==> config.mk <==
export PLATFORM = sky130hd
export DESIGN_NAME = fir_serial_sym
export DESIGN_NICKNAME = d
export VERILOG_FILES = /design/src/rtl/fir_pkg.sv /design/src/rtl/fir_mac.sv /design/src/rtl/fir_serial_sym.sv
export SDC_FILE = /design/constraint.sdc
export NUM_CORES = 2
export LEC_CHECK = 0
export BUFFER_PORTS_ARGS = -buffer_cell sky130_fd_sc_hd__buf_2
export CORE_MARGIN = 2
export CORE_UTILIZATION = 60
export CTS_CLUSTER_DIAMETER = 120
export DETAILED_ROUTE_END_ITERATION = 10
export PLACE_DENSITY = 0.76
export SYNTH_ARGS = -nofsm -noshare
export SYNTH_HDL_FRONTEND = slang
export SYNTH_HIERARCHICAL = 1
export SYNTH_SLANG_ARGS = --single-unit
==> constraint.sdc <==
create_clock -name clk -period 39.9 [get_ports clk]
set_input_delay 3.99 -clock clk [delete_from_list [all_inputs] [get_ports clk]]
set_output_delay 3.99 -clock clk [all_outputs]
set_load 0.01 [all_outputs]
==> src/rtl/fir_pkg.sv <==
// Shared definitions for the serial symmetric FIR filter.
//   fir_state_e : sequencer states (IDLE, ACCUM, ROUND, DONE)
//   frac_bits   : fractional bits of a Q1.(CW-1) coefficient
//   acc_width   : accumulator width that cannot overflow for a given filter
package fir_pkg;

  typedef enum logic [1:0] {
    IDLE  = 2'd0,
    ACCUM = 2'd1,
    ROUND = 2'd2,
    DONE  = 2'd3
  } fir_state_e;

  function automatic int frac_bits(input int cw);
    return cw - 1;
  endfunction

  // Pre-add sum (dw+1 bits) times coefficient (cw bits), summed over
  // (ntaps+1)/2 terms.
  function automatic int acc_width(input int dw, input int cw, input int ntaps);
    return dw + 1 + cw + $clog2((ntaps + 1) / 2);
  endfunction

endpackage

==> src/rtl/fir_mac.sv <==
// Pre-add / multiply / accumulate datapath for the symmetric FIR.
//   clk, reset : clock, asynchronous active-high reset (clears acc)
//   clr        : load the accumulator with zero (has priority over en)
//   en         : acc += coef * (xa + xb)
//   xa, xb     : unsigned samples forming the symmetric pair
//   coef       : signed coefficient
//   acc        : signed accumulator value
module fir_mac #(
  parameter int DW   = 10,
  parameter int CW   = 16,
  parameter int ACCW = 31
) (
  input  logic            clk,
  input  logic            reset,
  input  logic            clr,
  input  logic            en,
  input  logic [DW-1:0]   xa,
  input  logic [DW-1:0]   xb,
  input  logic [CW-1:0]   coef,
  output logic [ACCW-1:0] acc
);

  localparam int PW = CW + DW + 2;

  logic [DW:0]             pre_sum;
  logic signed [PW-1:0]    prod;
  logic signed [ACCW-1:0]  acc_q;
  logic signed [ACCW-1:0]  acc_d;

  assign pre_sum = {1'b0, xa} + {1'b0, xb};
  // Pre-add sum is unsigned: zero-extend before the signed multiply.
  assign prod    = PW'($signed(coef)) * PW'($signed({1'b0, pre_sum}));

  always_comb begin
    acc_d = acc_q;
    if (clr) begin
      acc_d = '0;
    end else if (en) begin
      acc_d = acc_q + ACCW'(prod);
    end
  end

  always_ff @(posedge clk or posedge reset) begin
    if (reset) begin
      acc_q <= '0;
    end else begin
      acc_q <= acc_d;
    end
  end

  assign acc = acc_q;

endmodule

==> src/rtl/fir_serial_sym.sv <==
// Serial symmetric FIR filter: one pre-added tap pair per clock.
//   clk, reset          : clock, asynchronous active-high reset
//   in_data/valid/ready : unsigned sample input handshake
//   out_data/valid/ready: unsigned filtered output handshake
//   coef_wr/addr/data   : coefficient write port, accepted only in IDLE
//   coef_err            : one-cycle pulse when a coefficient write is rejected
// Build option: define FIR_SATURATE_EN to clamp the rounded result to
// [0, 2^DW-1]; otherwise the low DW bits are kept (wrap).
// coef_addr carries clog2(M+1) bits so indices at or above M are
// representable and can be rejected.
module fir_serial_sym
  import fir_pkg::*;
#(
  parameter  int NTAPS = 31,
  parameter  int DW    = 10,
  parameter  int CW    = 16,
  localparam int AW    = $clog2((NTAPS + 1) / 2 + 1)
) (
  input  logic          clk,
  input  logic          reset,
  input  logic [DW-1:0] in_data,
  input  logic          in_valid,
  output logic          in_ready,
  output logic [DW-1:0] out_data,
  output logic          out_valid,
  input  logic          out_ready,
  input  logic          coef_wr,
  input  logic [AW-1:0] coef_addr,
  input  logic [CW-1:0] coef_data,
  output logic          coef_err
);

  localparam int M    = (NTAPS + 1) / 2;
  localparam int KW   = $clog2(M);
  localparam int XIW  = $clog2(NTAPS);
  localparam int ACCW = acc_width(DW, CW, NTAPS);
  localparam int FRAC = frac_bits(CW);
  localparam logic signed [ACCW-1:0] HALF = ACCW'(64'd1 << (CW - 2));

  fir_state_e             state_q, state_d;
  logic [KW-1:0]          k_q, k_d;
  logic [DW-1:0]          x_q [NTAPS];
  logic [DW-1:0]          x_d [NTAPS];
  logic [CW-1:0]          c_q [M];
  logic [CW-1:0]          c_d [M];
  logic [DW-1:0]          out_data_q, out_data_d;
  logic                   out_valid_q, out_valid_d;
  logic                   coef_err_q, coef_err_d;
  logic                   pend_q, pend_d;
  logic [KW-1:0]          pend_addr_q, pend_addr_d;
  logic [CW-1:0]          pend_data_q, pend_data_d;

  logic                   take;
  logic                   last_tap;
  logic                   addr_ok;
  logic [XIW-1:0]         idx_a, idx_b;
  logic [DW-1:0]          mac_xa, mac_xb;
  logic [ACCW-1:0]        acc;
  logic signed [ACCW-1:0] acc_s;
  logic [DW-1:0]          rounded;

  assign take     = in_valid && (state_q == IDLE);
  assign last_tap = (k_q == KW'(M - 1));
  assign addr_ok  = (coef_addr < AW'(M));
  assign idx_a    = XIW'(k_q);
  assign idx_b    = XIW'(NTAPS - 1) - XIW'(k_q);
  assign mac_xa   = x_q[idx_a];
  // Centre tap has no mirror partner.
  assign mac_xb   = last_tap ? '0 : x_q[idx_b];
  assign acc_s    = $signed(acc);

`ifdef FIR_SATURATE_EN
  logic signed [ACCW-1:0] r_full;
  localparam logic signed [ACCW-1:0] OUT_MAX = ACCW'((64'd1 << DW) - 1);
  assign r_full  = (acc_s + HALF) >>> FRAC;
  assign rounded = r_full[ACCW-1]   ? '0 :
                   (r_full > OUT_MAX) ? '1 : r_full[DW-1:0];
`else
  assign rounded = DW'((acc_s + HALF) >>> FRAC);
`endif

  always_comb begin
    state_d     = state_q;
    k_d         = k_q;
    x_d         = x_q;
    c_d         = c_q;
    out_data_d  = out_data_q;
    out_valid_d = out_valid_q;
    coef_err_d  = 1'b0;
    pend_d      = pend_q;
    pend_addr_d = pend_addr_q;
    pend_data_d = pend_data_q;

    // A write coinciding with a sample handshake is parked and committed
    // in ROUND, so the sample being accumulated sees the old coefficients.
    if (coef_wr) begin
      if ((state_q == IDLE) && addr_ok) begin
        if (take) begin
          pend_d      = 1'b1;
          pend_addr_d = coef_addr[KW-1:0];
          pend_data_d = coef_data;
        end else begin
          c_d[coef_addr[KW-1:0]] = coef_data;
        end
      end else begin
        coef_err_d = 1'b1;
      end
    end

    case (state_q)
      IDLE: begin
        if (take) begin
          for (int unsigned i = 1; i < NTAPS; i++) begin
            x_d[i] = x_q[i-1];
          end
          x_d[0]  = in_data;
          k_d     = '0;
          state_d = ACCUM;
        end
      end
      ACCUM: begin
        if (last_tap) begin
          state_d = ROUND;
        end else begin
          k_d = k_q + KW'(1);
        end
      end
      ROUND: begin
        out_data_d  = rounded;
        out_valid_d = 1'b1;
        state_d     = DONE;
        if (pend_q) begin
          c_d[pend_addr_q] = pend_data_q;
          pend_d           = 1'b0;
        end
      end
      DONE: begin
        if (out_ready) begin
          out_valid_d = 1'b0;
          state_d     = IDLE;
        end
      end
      default: state_d = IDLE;
    endcase
  end

  always_ff @(posedge clk or posedge reset) begin
    if (reset) begin
      state_q     <= IDLE;
      k_q         <= '0;
      x_q         <= '{default: '0};
      c_q         <= '{default: '0};
      out_data_q  <= '0;
      out_valid_q <= 1'b0;
      coef_err_q  <= 1'b0;
      pend_q      <= 1'b0;
      pend_addr_q <= '0;
      pend_data_q <= '0;
    end else begin
      state_q     <= state_d;
      k_q         <= k_d;
      x_q         <= x_d;
      c_q         <= c_d;
      out_data_q  <= out_data_d;
      out_valid_q <= out_valid_d;
      coef_err_q  <= coef_err_d;
      pend_q      <= pend_d;
      pend_addr_q <= pend_addr_d;
      pend_data_q <= pend_data_d;
    end
  end

  fir_mac #(
    .DW  (DW),
    .CW  (CW),
    .ACCW(ACCW)
  ) u_mac (
    .clk  (clk),
    .reset(reset),
    .clr  (take),
    .en   (state_q == ACCUM),
    .xa   (mac_xa),
    .xb   (mac_xb),
    .coef (c_q[k_q]),
    .acc  (acc)
  );

  assign in_ready  = (state_q == IDLE);
  assign out_data  = out_data_q;
  assign out_valid = out_valid_q;
  assign coef_err  = coef_err_q;

endmodule

==> flow_summary.yaml <==
sta:
  final-setup-viol-count: 0
  drv_slew: 0
  max_freq_ghz: 0.0936
  clock_skew_ps: 28.4
  worst_slack_ps: 29220
  hold_violations: 0
  tightest_slew_ps: 1120
  relSlewSlack: 0.254
  finalCritPeriodShare: 0.268
  rsz0062_at_grt: "false"
  period_minus_slack_ps: 10680
  tns_ps: 0
worst_setup_path:
  cp_max_fo: 58
  crit_arrival_ps: 11170
  critPathKind: "register to register"
  cp.required_ps: 40390
  cp_slowest_cell: "buf_4"
  crit_path_frequent_cell: "fa_1"
  end_kind: "register"
  slowest_delay_ps: 800
  start_kind: "register"
synth:
  synth_area_um2: 38600
  syn-num-nets: 3669
  syn_avg_cell_area_um2: 11.4
  syn_inst: 3376
  yosysWarningCount: 6
drt:
  vias: 26200
  antenna_left: 0
  avgRoutedWirePerCell_um: 22.3
  first_iter_violations: 2396
  post-route-drc-count: 0
  vias_per_cell: 6.27
  firstDrtPassIters: 6
  wirelength_um: 93100
final_layout:
  final_nets: 3563
  areaGrowthSynthToFinish_pct: 7.67
  post-route-util: 0.657
  fillCellCount: 4653
  drive_gt1_frac: 0.226
  final_cells: 4170
global_routing:
  grt_pass1_wl_um: 151000
  track_usage: 0.289
  grt_max_degree: 197
  first_global_vias: 27700
  grt_overflow: 0
  antenna_found_initial: 5
clock_network:
  cts_hold_buffers: 0
  cts-htree-levels: 3
  clock_tree.root_cell: "clkbuf_16"
  insertion_delay_ps: 620
  numCtsBuffers: 69
  post_cts_buffers: 0
  cts_resized: 0
  cts_tree: "built"
  clock-sinks: 630
  cts_buffer_depth: 3
  clk_pin_slew_worst_paths_ps: 60
hold_path:
  holdCritPathClass: "register to register"
die:
  num_io_pins: 49
  dieArea_um2: 66400
  core_um2: 63300
  initial_utilization: 0.610
  core.rowCount: 92
  chipWidth_um: 258
  die_h_um: 258
placed_design:
  routabilityCongestion: 0.893
  dp.final_hpwl_um: 60000
  dp_slack_ps: 28980
  port_buffers: 48
  dp_cells: 4045
flow_run:
  drv_cap: 0
outcome:
  status: "completed"
==> layout make-up <==
| type | count | area [µm²] | area share |
|---|---|---|---|
| multi-input combinational | 2251 | 21000 | 0.504 |
| sequential | 630 | 15800 | 0.380 |
| clock buffer | 102 | 2030 | 0.0489 |
| tap | 846 | 1060 | 0.0255 |
| inverter | 222 | 843 | 0.0203 |
| timing repair buffer | 96 | 613 | 0.0148 |
| clock inverter | 21 | 274 | 0.00659 |
| antenna | 2 | 5.00 | 0.000120 |
==> worst max-delay path, delay by kind of cell, from the launching register on <==
family / cells / cell delay, ps
adder cells (fa/ha/maj): 9 / 4150
AO/OA/AOI/OAI: 13 / 2960
buffers and inverters: 7 / 1920
flip-flops: 1 / 710
AND/OR/NAND/NOR: 3 / 570
XOR/XNOR: 2 / 220
==> path summary, 6_finish.rpt <==
kind	start	end	slack [ps]	cells past startpoint
max	k_q[0]	u_mac/acc[20]	29220	34
min	x_q[1]	x_q[1]	510	1
max reg2reg	k_q[0]	u_mac/acc[20]	29220	34
min reg2reg	x_q[1]	x_q[1]	510	1
max in group asynchronous	reset	x_q[54]	34230	4
min in group asynchronous	reset	out_data[2]	3580	2
==> per-stage QoR <==
step	cell area (µm²)	hold WS, ps
2_1_floorplan	38600	475
3_3_place_gp	39200	489
3_5_place_dp	39200	500
4_1_cts	41600	513
5_1_grt	41600	529
6_report	41600	513
==> sequential cells by signal, indices dropped and copies added, names as in the netlist <==
signal / count
c_q: 256
k_q: 4
pend_q: 1
u_mac/acc: 25
pend_addr_q: 4
out_data: 10
state_q: 2
coef_err: 1
pend_data_q: 16
out_valid: 1
x_q: 310
==> metal layers <==
| metal | wire, µm | track usage | up-vias |
|---|---|---|---|
| li1 | - | - | 11400 |
| met1 | 35400 | 0.362 | 13500 |
| met4 | 4180 | 0.130 | 4 |
| met5 | 29 | 0 | - |
| met3 | 5850 | 0.0483 | 283 |
| met2 | 47600 | 0.494 | 991 |
==> cells in the final DEF (no fill, tap or decap), types with 18 or more instances in the layout <==
cell       count
a21oi_1      161
and2_1        41
and3_1        25
buf_2         48
buf_4         47
clkbuf_16     69
clkbuf_8      18
dfrtp_1      626
fa_1         177
ha_1          78
inv_1        220
mux2_2       348
mux2i_1      304
mux4_2       149
nand2_1      373
nand3_1       47
nand4_1       18
nor2_1       178
o21ai_0      162
xnor2_1       20
Power is not shown: default switching activity piles up to over one toggle a cycle in this logic, so the estimate is an artifact.
